[config.mk]
export PLATFORM = sky130hd
export DESIGN_NAME = load_store_unit
export DESIGN_NICKNAME = d
export VERILOG_FILES = /design/src/rtl/lsu_pkg.sv /design/src/rtl/lsu_align.sv /design/src/rtl/load_store_unit.sv
export SDC_FILE = /design/constraint.sdc
export NUM_CORES = 1
export LEC_CHECK = 0
export ABC_AREA = 1
export CORE_ASPECT_RATIO = 0.5
export CORE_MARGIN = 5
export CORE_UTILIZATION = 51
export CTS_BUF_LIST = sky130_fd_sc_hd__clkbuf_8
export CTS_CLUSTER_SIZE = 16
export DETAILED_ROUTE_END_ITERATION = 16
export PLACE_DENSITY = 0.92
export RECOVER_POWER = 100
export SLEW_MARGIN = 20
export SYNTH_ARGS = -nofsm -noshare
export SYNTH_HDL_FRONTEND = slang
export SYNTH_HIERARCHICAL = 1
export SYNTH_SLANG_ARGS = --single-unit
[constraint.sdc]
create_clock -name clk -period 10.9 [get_ports clk]
set_input_delay 1.09 -clock clk [delete_from_list [all_inputs] [get_ports clk]]
set_output_delay 1.09 -clock clk [all_outputs]
set_load 0.005 [all_outputs]
[src/rtl/lsu_pkg.sv]
// lsu_pkg: opcodes, funct3 encodings, FSM states and legality helpers for the load/store unit
package lsu_pkg;
    localparam logic [6:0] LOAD  = 7'b0000011;
    localparam logic [6:0] STORE = 7'b0100011;
    localparam logic [2:0] F3_B  = 3'd0;
    localparam logic [2:0] F3_H  = 3'd1;
    localparam logic [2:0] F3_W  = 3'd2;
    localparam logic [2:0] F3_BU = 3'd4;
    localparam logic [2:0] F3_HU = 3'd5;
    typedef enum logic [1:0] {IDLE, ACCESS, RESP} state_e;
    function automatic logic f3_legal(input logic is_store, input logic [2:0] f3);
        return is_store ? (f3 inside {F3_B, F3_H, F3_W}) : (f3 inside {F3_B, F3_H, F3_W, F3_BU, F3_HU});
    endfunction
    function automatic logic addr_aligned(input logic [2:0] f3, input logic [1:0] lo);
        return (f3[1:0] == F3_H[1:0]) ? !lo[0] : (f3[1:0] == F3_W[1:0]) ? (lo == 2'b00) : 1'b1;
    endfunction
endpackage

[src/rtl/lsu_align.sv]
// lsu_align: byte-lane strobes, replicated write data and load extraction/extension
module lsu_align
    import lsu_pkg::*;
(
    input  logic [2:0]  funct3_i,
    input  logic [1:0]  addr_lo_i,
    input  logic [31:0] store_data_i,
    input  logic [31:0] rdata_i,
    output logic [3:0]  wstrb_o,
    output logic [31:0] wdata_o,
    output logic [31:0] ldata_o
);
    logic [7:0]  byte_sel;
    logic [15:0] half_sel;
    // steer store lanes and pick/extend the load lane; funct3[2] marks the unsigned loads
    always_comb begin
        byte_sel = rdata_i[{addr_lo_i, 3'b000} +: 8];
        half_sel = addr_lo_i[1] ? rdata_i[31:16] : rdata_i[15:0];
        wstrb_o  = (funct3_i[1:0] == F3_B[1:0]) ? (4'b0001 << addr_lo_i) :
                   (funct3_i[1:0] == F3_H[1:0]) ? (addr_lo_i[1] ? 4'b1100 : 4'b0011) : 4'b1111;
        wdata_o  = (funct3_i[1:0] == F3_B[1:0]) ? {4{store_data_i[7:0]}} :
                   (funct3_i[1:0] == F3_H[1:0]) ? {2{store_data_i[15:0]}} : store_data_i;
        ldata_o  = funct3_i[1] ? rdata_i :
                   funct3_i[0] ? {{16{~funct3_i[2] & half_sel[15]}}, half_sel} :
                                 {{24{~funct3_i[2] & byte_sel[7]}}, byte_sel};
    end
endmodule

[src/rtl/load_store_unit.sv]
// load_store_unit: single-outstanding load/store sequencer with alignment checks and ack timeout
module load_store_unit
    import lsu_pkg::*;
#(
    parameter int unsigned TIMEOUT_CYCLES = 255
)
(
    input  logic        clk,
    input  logic        rst,
    input  logic        start,
    input  logic [6:0]  opcode,
    input  logic [2:0]  funct3,
    input  logic [31:0] addr,
    input  logic [31:0] store_data,
    output logic        busy,
    output logic        done,
    output logic        fault,
    output logic [31:0] load_data,
    output logic        mem_req,
    output logic        mem_we,
    output logic [31:0] mem_addr,
    output logic [3:0]  mem_wstrb,
    output logic [31:0] mem_wdata,
    input  logic [31:0] mem_rdata,
    input  logic        mem_ack
);
    localparam int CW = $clog2(TIMEOUT_CYCLES + 1);
    localparam logic [CW-1:0] LIMIT = CW'(TIMEOUT_CYCLES);
    state_e        state_q, state_d;
    logic [CW-1:0] cnt_q, cnt_d, cnt_inc;
    logic          fault_q, fault_d;
    logic [6:0]    opcode_q;
    logic [2:0]    funct3_q;
    logic [31:0]   addr_q, store_data_q, load_data_q;
    logic          accept, ok, is_store_q;
    logic [3:0]    strb;
    logic [31:0]   wdata, ldata;
    lsu_align u_align (
        .funct3_i    (funct3_q),
        .addr_lo_i   (addr_q[1:0]),
        .store_data_i(store_data_q),
        .rdata_i     (mem_rdata),
        .wstrb_o     (strb),
        .wdata_o     (wdata),
        .ldata_o     (ldata)
    );
    // decode the incoming request and drive the memory-side and status outputs from latched state
    always_comb begin
        accept     = (state_q == IDLE) && start && ((opcode == LOAD) || (opcode == STORE));
        ok         = f3_legal(opcode == STORE, funct3) && addr_aligned(funct3, addr[1:0]);
        is_store_q = (opcode_q == STORE);
        cnt_inc    = cnt_q + CW'(1);
        busy       = (state_q != IDLE);
        done       = (state_q == RESP);
        fault      = done && fault_q;
        mem_req    = (state_q == ACCESS);
        mem_we     = mem_req && is_store_q;
        mem_wstrb  = mem_we ? strb : 4'b0000;
        mem_addr   = {addr_q[31:2], 2'b00};
        mem_wdata  = wdata;
        load_data  = load_data_q;
    end
    // next state: faulting ops skip ACCESS; an ack beats a timeout landing in the same cycle
    always_comb begin
        state_d = state_q;
        cnt_d   = cnt_q;
        fault_d = fault_q;
        unique case (state_q)
            IDLE: if (accept) begin
                state_d = ok ? ACCESS : RESP;
                fault_d = !ok;
                cnt_d   = '0;
            end
            ACCESS: if (mem_ack) begin
                state_d = RESP;
                fault_d = 1'b0;
            end else begin
                cnt_d   = cnt_inc;
                state_d = (cnt_inc == LIMIT) ? RESP : ACCESS;
                fault_d = (cnt_inc == LIMIT);
            end
            RESP: state_d = IDLE;
            default: state_d = IDLE;
        endcase
    end
    // FSM state, wait counter and fault flag
    always_ff @(posedge clk or posedge rst) begin
        if (rst) begin
            state_q <= IDLE;
            cnt_q   <= '0;
            fault_q <= 1'b0;
        end else begin
            state_q <= state_d;
            cnt_q   <= cnt_d;
            fault_q <= fault_d;
        end
    end
    // latch the operation on acceptance and capture load results on ack
    always_ff @(posedge clk or posedge rst) begin
        if (rst) begin
            opcode_q     <= '0;
            funct3_q     <= '0;
            addr_q       <= '0;
            store_data_q <= '0;
            load_data_q  <= '0;
        end else begin
            if (accept) begin
                opcode_q     <= opcode;
                funct3_q     <= funct3;
                addr_q       <= addr;
                store_data_q <= store_data;
            end
            if (mem_req && mem_ack && !is_store_q) load_data_q <= ldata;
        end
    end
endmodule

==> flow_metrics.env, run 1 <==
export IMPL_status="complete, but fails checks"
export IMPL_violations="max-capacitance violations, max-slew violations"
export IMPL_min_delay_path_class="reg -> reg"
export IMPL_drv_slew=228
export IMPL_dr_pass1_iters=8
export IMPL_final_core_util_pct=70.0
export IMPL_path_clk_slew_ns=0.07
export IMPL_rows=28
export IMPL_multi_input_area_um2=2470
export IMPL_io_pins=215
export IMPL_ys_ff_latch=117
export IMPL_cts_path_max_buffers=2
export IMPL_layout_drive_gt1_share_pct=5.26
export IMPL_core_area_um2=11800
export IMPL_wl_per_cell_um=15.1
export IMPL_crit_end="store_data_q[10]"
export IMPL_reg2reg_to="store_data_q[10]"
export IMPL_antenna_found_initial=0
export IMPL_r2r_start="state_q[1]"
export IMPL_cp_start_kind="input pin"
export IMPL_layout_min_cycle_time_ns=6.77
export IMPL_worst_r2r_path_depth=9
export IMPL_dpl_hpwl_um=12600
export IMPL_die_area_um2=14500
export IMPL_seqCellArea_um2=2930
export IMPL_n_fill_cell=955
export IMPL_drt_initial_drc_count=531
export IMPL_required_ns=11.19
export IMPL_critPathKind="in -> reg"
export IMPL_final_setup_viol_count=0
export IMPL_cts_tree="yes"
export IMPL_pre_cts_ws_ns=7.20
export IMPL_cp_startpoint="opcode[4]"
export IMPL_final_setup_tns_ns=0
export IMPL_grt_usage_pct=25.2
export IMPL_grt_pass1_vias=6091
export IMPL_crit_arrival_ns=7.05
export IMPL_cts_resized=0
export IMPL_cts_buffers=17
export IMPL_max_freq_ghz=0.148
export IMPL_ant_nets=0
export IMPL_post_cts_buffers=0
export IMPL_syn_inst=836
export IMPL_n_antenna_cell=0
export IMPL_grt_max_degree=92
export IMPL_leakage_nw=4.45
export IMPL_syn_area_um2=6140
export IMPL_cts_hold_buffers=0
export IMPL_crit_path_max_fanout=79
export IMPL_area_delta_synth_final_pct=34.7
export IMPL_gp_congestion=0.889
export IMPL_rsz0062_at_grt="no"
export IMPL_die_x_um=165
export IMPL_cts_root_buffer="clkbuf_8"
export IMPL_powerDensity_nw_per_um2=181
export IMPL_final_net_count=1106
export IMPL_final_hold_viol_count=0
export IMPL_syn_area_per_cell_um2=7.34
export IMPL_synthDistinctLibCells=29
export IMPL_skew_ns=0.0118
export IMPL_yosys_warnings=6
export IMPL_vias_per_cell=5.08
export IMPL_end_kind="flip-flop"
export IMPL_r2r_slack_ns=4.87
export IMPL_start_util_pct=52.0
export IMPL_worstMarginPinSlew_ns=2.51
export IMPL_port_buffers=212
export IMPL_wl_um=17700
export IMPL_design_area_um2=8270
export IMPL_synth_flop_cell="dfrtp_1"
export IMPL_htreeDepth=4
export IMPL_cap_viol_max_count=4
export IMPL_grt_pass1_wl_um=29200
export IMPL_fp_dieH_um=87.6
export IMPL_synth_edf_count=0
export IMPL_drc_errors=0
export IMPL_insertion_delay_ns=0.43
export IMPL_placed_cell_area_um2=7960
export IMPL_grt_overflow_total=0
export IMPL_vias=5951
export IMPL_vdd_drop_max_mv=0.0874
export IMPL_cts_sinks=117
export IMPL_min_period_over_period_pct=62.1
export IMPL_slew_headroom_pct=-67.9
export IMPL_synth_async_reset_ratio_pct=100
export IMPL_layout_setup_ws_ns=4.13
export IMPL_yosysSeqAreaShare_pct=47.7
-- cells in the mapped netlist (2+ instances only) --
master,number,share of area (%)
o21ai_1,2,0.16
ha_1,2,0.41
nor3_2,2,0.33
nand2_2,5,0.51
clkbuf_1,7,0.43
a21oi_1,25,2.0
o21ai_0,7,0.57
nor2_1,28,1.7
and2_1,2,0.20
nand2_1,434,27
o22ai_1,4,0.41
inv_1,40,2.4
inv_2,10,0.61
buf_6,7,1.3
nor2_4,4,0.73
buf_2,19,1.5
nor2_2,3,0.31
nand3_1,61,5.0
buf_4,43,5.3
nand2_4,2,0.37
dfrtp_1,117,48
nand3_2,2,0.33
nand4_1,4,0.41
-- sequential cells by signal, indices dropped and copies added (netlist names) --
| register | count |
|---|---|
| addr_q | 32 |
| cnt_q | 8 |
| fault_q | 1 |
| funct3_q | 3 |
| load_data | 32 |
| opcode_q | 7 |
| state_q | 2 |
| store_data_q | 32 |
-- power by group --
group          total, W  internal, W  switching, W  leakage, nW
clock          0.000340     0.000160      0.000181        0.159
combinational  0.000541     0.000259      0.000282         2.75
sequential     0.000619     0.000542     0.0000763         1.54
-- kinds of logic after synthesis --
family	Yosys count	synth area share, %
and+or+nand+nor	550	36.8
buffers and inverters	126	11.6
DFF	117	47.7
AOI/OAI and AO/OA	40	3.43
adders and majority gates	2	0.408
other	1	0.0611
-- placed cells by master, fill, tap and decap left out, drive strengths merged --
cell type | synthesis | final
a21oi | 25 | 25
nor4 | 1 | 1
and2 | 2 | 2
o211ai | 1 | 1
nand3 | 63 | 63
and3 | 1 | 1
nor3 | 3 | 3
o22ai | 4 | 4
nor2 | 35 | 35
clkbuf | 7 | 19
o31ai | 1 | 1
buf | 69 | 1
dfrtp | 117 | 117
conb | 1 | 2
ha | 2 | 2
o21ai | 9 | 9
clkinvlp | 0 | 9
clkinv | 0 | 6
dlygate4sd3 | 0 | 100
nand2 | 441 | 441
nand4 | 4 | 4
clkdlybuf4s50 | 0 | 112
inv | 50 | 49
-- per-layer routing --
| metal | vias to the layer above | wire [µm] | global-route usage [%] |
|---|---|---|---|
| met5 | - | 0 | 0 |
| met4 | 0 | 465 | 11.0 |
| met3 | 44 | 1160 | 5.08 |
| met2 | 246 | 9080 | 44.3 |
| met1 | 2804 | 6990 | 30.6 |
| li1 | 2857 | - | - |
-- worst max-delay path: stages --
cell	delay (ns)
dlygate4sd3_1	0.53
inv_1	0.04
nand2_1	0.13
nor2_4	0.05
nand2_1	1.79
clkinvlp_2	2.80
nand2_1	0.48
nand2_1	0.10
-- final cells by class --
type / instances / share of cell area (%)
clock buffers: 18 / 3.00
clock inverters: 14 / 1.09
inverters: 50 / 2.30
multi-input cells: 594 / 29.9
flip-flops and latches: 117 / 35.4
well taps: 165 / 2.50
repair buffers: 214 / 25.8
-- worst min-delay path by stage --
stage / startpoint / to / slack [ns] / cells past startpoint
floorplan: opcode_q[1] / opcode_q[1] / 0.43 / 2
global placement: opcode_q[0] / opcode_q[0] / 0.45 / 2
detailed placement: load_data[5] / load_data[5] / 0.46 / 2
CTS: load_data[5] / load_data[5] / 0.48 / 2
global route: addr_q[30] / addr_q[30] / 0.49 / 2
finish: load_data[5] / load_data[5] / 0.47 / 2
-- per-stage QoR --
step	power, W	hold slack [ns]	instances
finish	0.00150	0.471	1172
global route	0.00161	0.494	1172
CTS	0.00155	0.477	1172
detailed placement	0.00121	0.458	1140
global placement	0.00118	0.446	1140
floorplan	0.000931	0.431	837
Note: power is estimated with default switching activity, not from simulation.
==> inputs of run 2 (changes only) <==
- CORE_UTILIZATION: 51 -> 42
- PLACE_DENSITY: 0.92 -> 0.81
- clock period: 10.9 -> 6 ns (I/O delays scaled with it)
==> run 2 against run 1 <==
Compared with the run above:
- the run still ends with max-capacitance violations, max-slew violations left
- combinational power grew 78%
- cell count grew 2.9%
- global-route usage shrank 5.7 points
- worst setup slack lost 2.4 ns
- core utilization shrank 12 points
- largest cell class unchanged
==> flow_metrics.env, run 2 (synthesis results as in run 1) <==
export IMPL_status="complete, but fails checks"
export IMPL_violations="max-capacitance violations, max-slew violations"
export IMPL_crit_path_max_fanout=44
export IMPL_cap_viol_max_count=4
export IMPL_grt_overflow_total=0
export IMPL_pre_cts_ws_ns=2.78
export IMPL_cts_path_max_buffers=2
export IMPL_grt_max_degree=80
export IMPL_dpl_hpwl_um=12400
export IMPL_antenna_found_initial=0
export IMPL_path_clk_slew_ns=0.07
export IMPL_final_common_cell="nand2_1"
export IMPL_drc_errors=0
export IMPL_holdPathStages=2
export IMPL_layout_min_cycle_time_ns=4.22
export IMPL_max_freq_ghz=0.237
export IMPL_core_area_um2=14400
export IMPL_fp_dieH_um=95.5
export IMPL_io_pins=215
export IMPL_grt_pass1_vias=5614
export IMPL_wl_per_cell_um=14.2
export IMPL_crit_arrival_ns=3.62
export IMPL_insertion_delay_ns=0.43
export IMPL_grt_usage_pct=19.5
export IMPL_vias_per_cell=4.82
export IMPL_hold_end="load_data[0]"
export IMPL_gp_congestion=0.896
export IMPL_die_area_um2=17300
export IMPL_min_period_over_period_pct=70.4
export IMPL_slew_headroom_pct=-53.1
export IMPL_n_antenna_cell=0
export IMPL_area_delta_synth_final_pct=36.7
export IMPL_worst_r2r_path_depth=7
export IMPL_instances_no_fill=1206
export IMPL_dp_cells=1174
export IMPL_p_total_w=0.00284
export IMPL_r2r_start="state_q[0]"
export IMPL_reg2reg_to="load_data[23]"
export IMPL_ant_nets=0
export IMPL_drv_slew=223
export IMPL_cts_root_buffer="clkbuf_8"
export IMPL_htreeDepth=4
export IMPL_min_delay_path_class="reg -> reg"
export IMPL_dr_pass1_iters=5
export IMPL_cts_sinks=117
export IMPL_r2r_slack_ns=1.83
export IMPL_port_buffers=212
export IMPL_layout_setup_ws_ns=1.78
export IMPL_cp_start_kind="flip-flop"
export IMPL_cts_hold_buffers=0
export IMPL_required_ns=5.40
export IMPL_most_common_layout_cells="nand2_1, dfrtp_1, clkdlybuf4s50_1, dlygate4sd3_1, nand3_1"
export IMPL_cts_tree="yes"
export IMPL_post_cts_buffers=0
export IMPL_worstMarginPinSlew_ns=2.28
export IMPL_die_x_um=181
export IMPL_final_setup_tns_ns=0
export IMPL_start_util_pct=42.6
export IMPL_powerDensity_nw_per_um2=339
export IMPL_critPathKind="reg -> out"
export IMPL_grt_pass1_wl_um=27500
export IMPL_end_kind="primary output"
export IMPL_final_hold_viol_count=0
export IMPL_cts_buffers=17
export IMPL_final_core_util_pct=58.3
export IMPL_drt_initial_drc_count=394
export IMPL_layout_drive_gt1_share_pct=4.96
export IMPL_leakage_nw=4.51
export IMPL_vdd_drop_max_mv=0.157
export IMPL_cts_resized=0
export IMPL_min_delay_start="load_data[0]"
export IMPL_skew_ns=0.00983
export IMPL_final_setup_viol_count=0
export IMPL_wl_um=17100
export IMPL_rows=31
export IMPL_rsz0062_at_grt="no"
export IMPL_vias=5812
export IMPL_final_net_count=1107
## run 2: cell types whose count changed in the layout (fill, tap and decap cells not counted), sizes merged
cell	previous run	this run
buf	1	2
bufinv	0	3
clkbuf	19	18
clkdlybuf4s50	112	115
clkinvlp	9	5
dlygate4sd3	100	97
inv	49	51
## run 2: per-stage QoR
stage               area, µm²  hold slack [ns]
CTS                      8430            0.470
floorplan                6140            0.431
detailed placement       8010            0.453
finish                   8390            0.471
global route             8390            0.487
global placement         8010            0.444
## run 2: where the power goes
group | switching (W) | internal, W | total, W
sequential | 0.000135 | 0.000985 | 0.00112
combinational | 0.000496 | 0.000467 | 0.000963
clock | 0.000344 | 0.000414 | 0.000758
total | 0.000974 | 0.00187 | 0.00284
## run 2: critical path: stages (launching register included)
cell and delay (ns):
dfrtp_1 0.37, buf_4 0.27, inv_1 0.61, nand2_1 0.42
nor2_1 0.59, nor2_1 0.31, inv_1 0.11, nor2_1 0.05
clkdlybuf4s50_1 0.45
## run 2: layer usage
layer,part of all wire [%],track usage [%]
met3,5.7,4.19
met5,0,0
met1,43,24.8
met4,1.8,7.62
met2,49,33.2
## run 2: final cells by class
type	instances	area (µm²)
fill	1285	6000
sequential	117	2930
multi-input combinational	594	2460
timing repair buffer	215	2140
clock buffer	17	234
clock inverter	15	183
tap	198	248
inverter	50	190
## run 2: worst max path at each step
stage | start | endpoint | slack, ns | depth (start not counted)
after global routing | state_q[0] | load_data[22] | 1.20 | 7
after detailed placement | opcode[1] | addr_q[15] | 2.78 | 7
after floorplan | rst | addr_q[0] | 2.30 | 1
after global placement | opcode[1] | addr_q[12] | 2.88 | 7
final | funct3_q[1] | mem_wstrb[0] | 1.78 | 8
after CTS | funct3_q[1] | mem_wstrb[0] | 2.48 | 8
==> inputs of run 3 (changes only) <==
- CORE_UTILIZATION: 42 -> 47
- PLACE_DENSITY: 0.81 -> 0.86
- clock period: 6 -> 3.9 ns (I/O delays scaled with it)
==> run 3 against run 2 <==
Compared with the run above:
- the flow still finishes with violations (max-capacitance violations, max-slew violations)
- global-route usage up 3.3 points
- first-iteration DRC count is 36% higher
- clock-buffer cell count rose by 2
- critical path depth decreased by 2
- wire length increased by 2.4%
- largest cell class unchanged
- largest power group unchanged
==> flow_metrics.env, run 3 (synthesis results as in run 1) <==
export IMPL_start_util_pct=48.2
export IMPL_final_setup_viol_count=0
export IMPL_p_comb_share_pct=34.3
export IMPL_final_core_util_pct=65.8
export IMPL_critPathKind="reg -> out"
export IMPL_io_pins=215
export IMPL_die_area_um2=15600
export IMPL_port_buffers=212
export IMPL_wl_um=17500
export IMPL_layout_min_cycle_time_ns=3.30
export IMPL_cts_resized=0
export IMPL_r2r_slack_ns=0.76
export IMPL_required_ns=3.51
export IMPL_sw_frac_of_total_pct=33.8
export IMPL_dr_pass1_iters=5
export IMPL_final_setup_tns_ns=0
export IMPL_p_int_w=0.00289
export IMPL_grt_max_degree=67
export IMPL_ant_nets=0
export IMPL_area_delta_synth_final_pct=36.5
export IMPL_drt_initial_drc_count=534
export IMPL_n_antenna_cell=0
export IMPL_skew_ns=0.0122
export IMPL_gp_congestion=0.869
export IMPL_design_area_um2=8380
export IMPL_grt_pass1_wl_um=28500
export IMPL_min_delay_path_class="reg -> reg"
export IMPL_wl_per_cell_um=14.8
export IMPL_pre_cts_ws_ns=1.39
export IMPL_placed_cell_area_um2=8020
export IMPL_worstMarginPinSlew_ns=2.49
export IMPL_min_period_over_period_pct=84.7
export IMPL_insertion_delay_ns=0.42
export IMPL_final_common_cell="nand2_1"
export IMPL_cp_start_kind="flip-flop"
export IMPL_r2r_start="state_q[1]"
export IMPL_rows=29
export IMPL_vias=5844
export IMPL_cts_root_buffer="clkbuf_8"
export IMPL_dpl_hpwl_um=13000
export IMPL_layout_drive_gt1_share_pct=5.14
export IMPL_powerDensity_nw_per_um2=521
export IMPL_hold_end="opcode_q[0]"
export IMPL_leakage_nw=4.53
export IMPL_post_cts_buffers=0
export IMPL_power_frac_clock_pct=26.1
export IMPL_cts_sinks=117
export IMPL_seq_power_share_pct=39.6
export IMPL_slew_headroom_pct=-66.5
export IMPL_vdd_drop_max_mv=0.222
export IMPL_die_x_um=172
export IMPL_min_delay_start="opcode_q[0]"
export IMPL_end_kind="primary output"
export IMPL_most_common_layout_cells="nand2_1, dfrtp_1, clkdlybuf4s50_1, dlygate4sd3_1, nand3_1"
export IMPL_rsz0062_at_grt="no"
export IMPL_grt_usage_pct=22.8
export IMPL_cts_buffers=17
export IMPL_fp_dieH_um=90.8
export IMPL_final_net_count=1111
export IMPL_vias_per_cell=4.95
export IMPL_htreeDepth=4
export IMPL_reg2reg_to="cnt_q[5]"
export IMPL_holdPathStages=2
export IMPL_drv_slew=67
export IMPL_core_area_um2=12700
export IMPL_worst_r2r_path_depth=11
export IMPL_cts_hold_buffers=0
export IMPL_cts_tree="yes"
export IMPL_drc_errors=0
export IMPL_max_freq_ghz=0.303
export IMPL_status="complete, but fails checks"
export IMPL_layout_setup_ws_ns=0.598
export IMPL_power_switching_w=0.00148
export IMPL_cap_viol_max_count=1
export IMPL_grt_pass1_vias=5852
export IMPL_cts_path_max_buffers=2
export IMPL_violations="max-capacitance violations, max-slew violations"
export IMPL_crit_arrival_ns=2.91
export IMPL_grt_overflow_total=0
export IMPL_antenna_found_initial=0
export IMPL_path_clk_slew_ns=0.06
export IMPL_final_hold_viol_count=0
export IMPL_hold_ws_ns=0.460
export IMPL_crit_path_max_fanout=21
==> run 3: critical path, cell delays in order (launching register included) <==
cell           delay [ns]
dfrtp_1              0.37
inv_1                0.52
nand2_1              0.47
inv_2                0.30
nand2_1              0.13
nand3_1              0.11
dlygate4sd3_1        0.58
==> run 3: power groups by stage <==
stage / Sequential [W] / Clock, W / Combinational, W
after global routing: 0.00177 / 0.00122 / 0.00168
after detailed placement: 0.00175 / 0 / 0.00162
after global placement: 0.00175 / 0 / 0.00156
after CTS: 0.00174 / 0.00116 / 0.00162
final: 0.00173 / 0.00114 / 0.00150
after floorplan: 0.00171 / 0 / 0.000897
==> run 3: metrics by stage <==
stage,power (W),instances
6_report,0.00437,1181
5_1_grt,0.00467,1181
4_1_cts,0.00453,1181
3_5_place_dp,0.00337,1150
3_3_place_gp,0.00331,1150
2_1_floorplan,0.00260,837
==> run 3: how the worst max path moves through the flow <==
stage                      startpoint            end
final                     funct3_q[1]  mem_wdata[24]
after floorplan                   rst      addr_q[0]
after global placement        mem_ack  load_data[19]
after global routing      funct3_q[1]  mem_wdata[24]
after CTS                 funct3_q[0]   mem_wstrb[0]
after detailed placement      mem_ack  load_data[28]
==> run 3: area by class of cell <==
type | instances | area, µm²
clock buffer | 19 | 262
clock inverter | 12 | 138
fill | 1069 | 4360
inverter | 50 | 188
multi-input combinational | 594 | 2470
sequential | 117 | 2930
tap | 170 | 213
timing repair buffer | 219 | 2180
==> run 3: per-layer routing <==
metal / wire [µm] / GRT usage, % / vias to the layer above
li1: - / - / 2859
met1: 7170 / 29.2 / 2723
met2: 8610 / 38.2 / 226
met3: 1300 / 5.16 / 36
met4: 411 / 7.78 / 0
met5: 0 / 0 / -
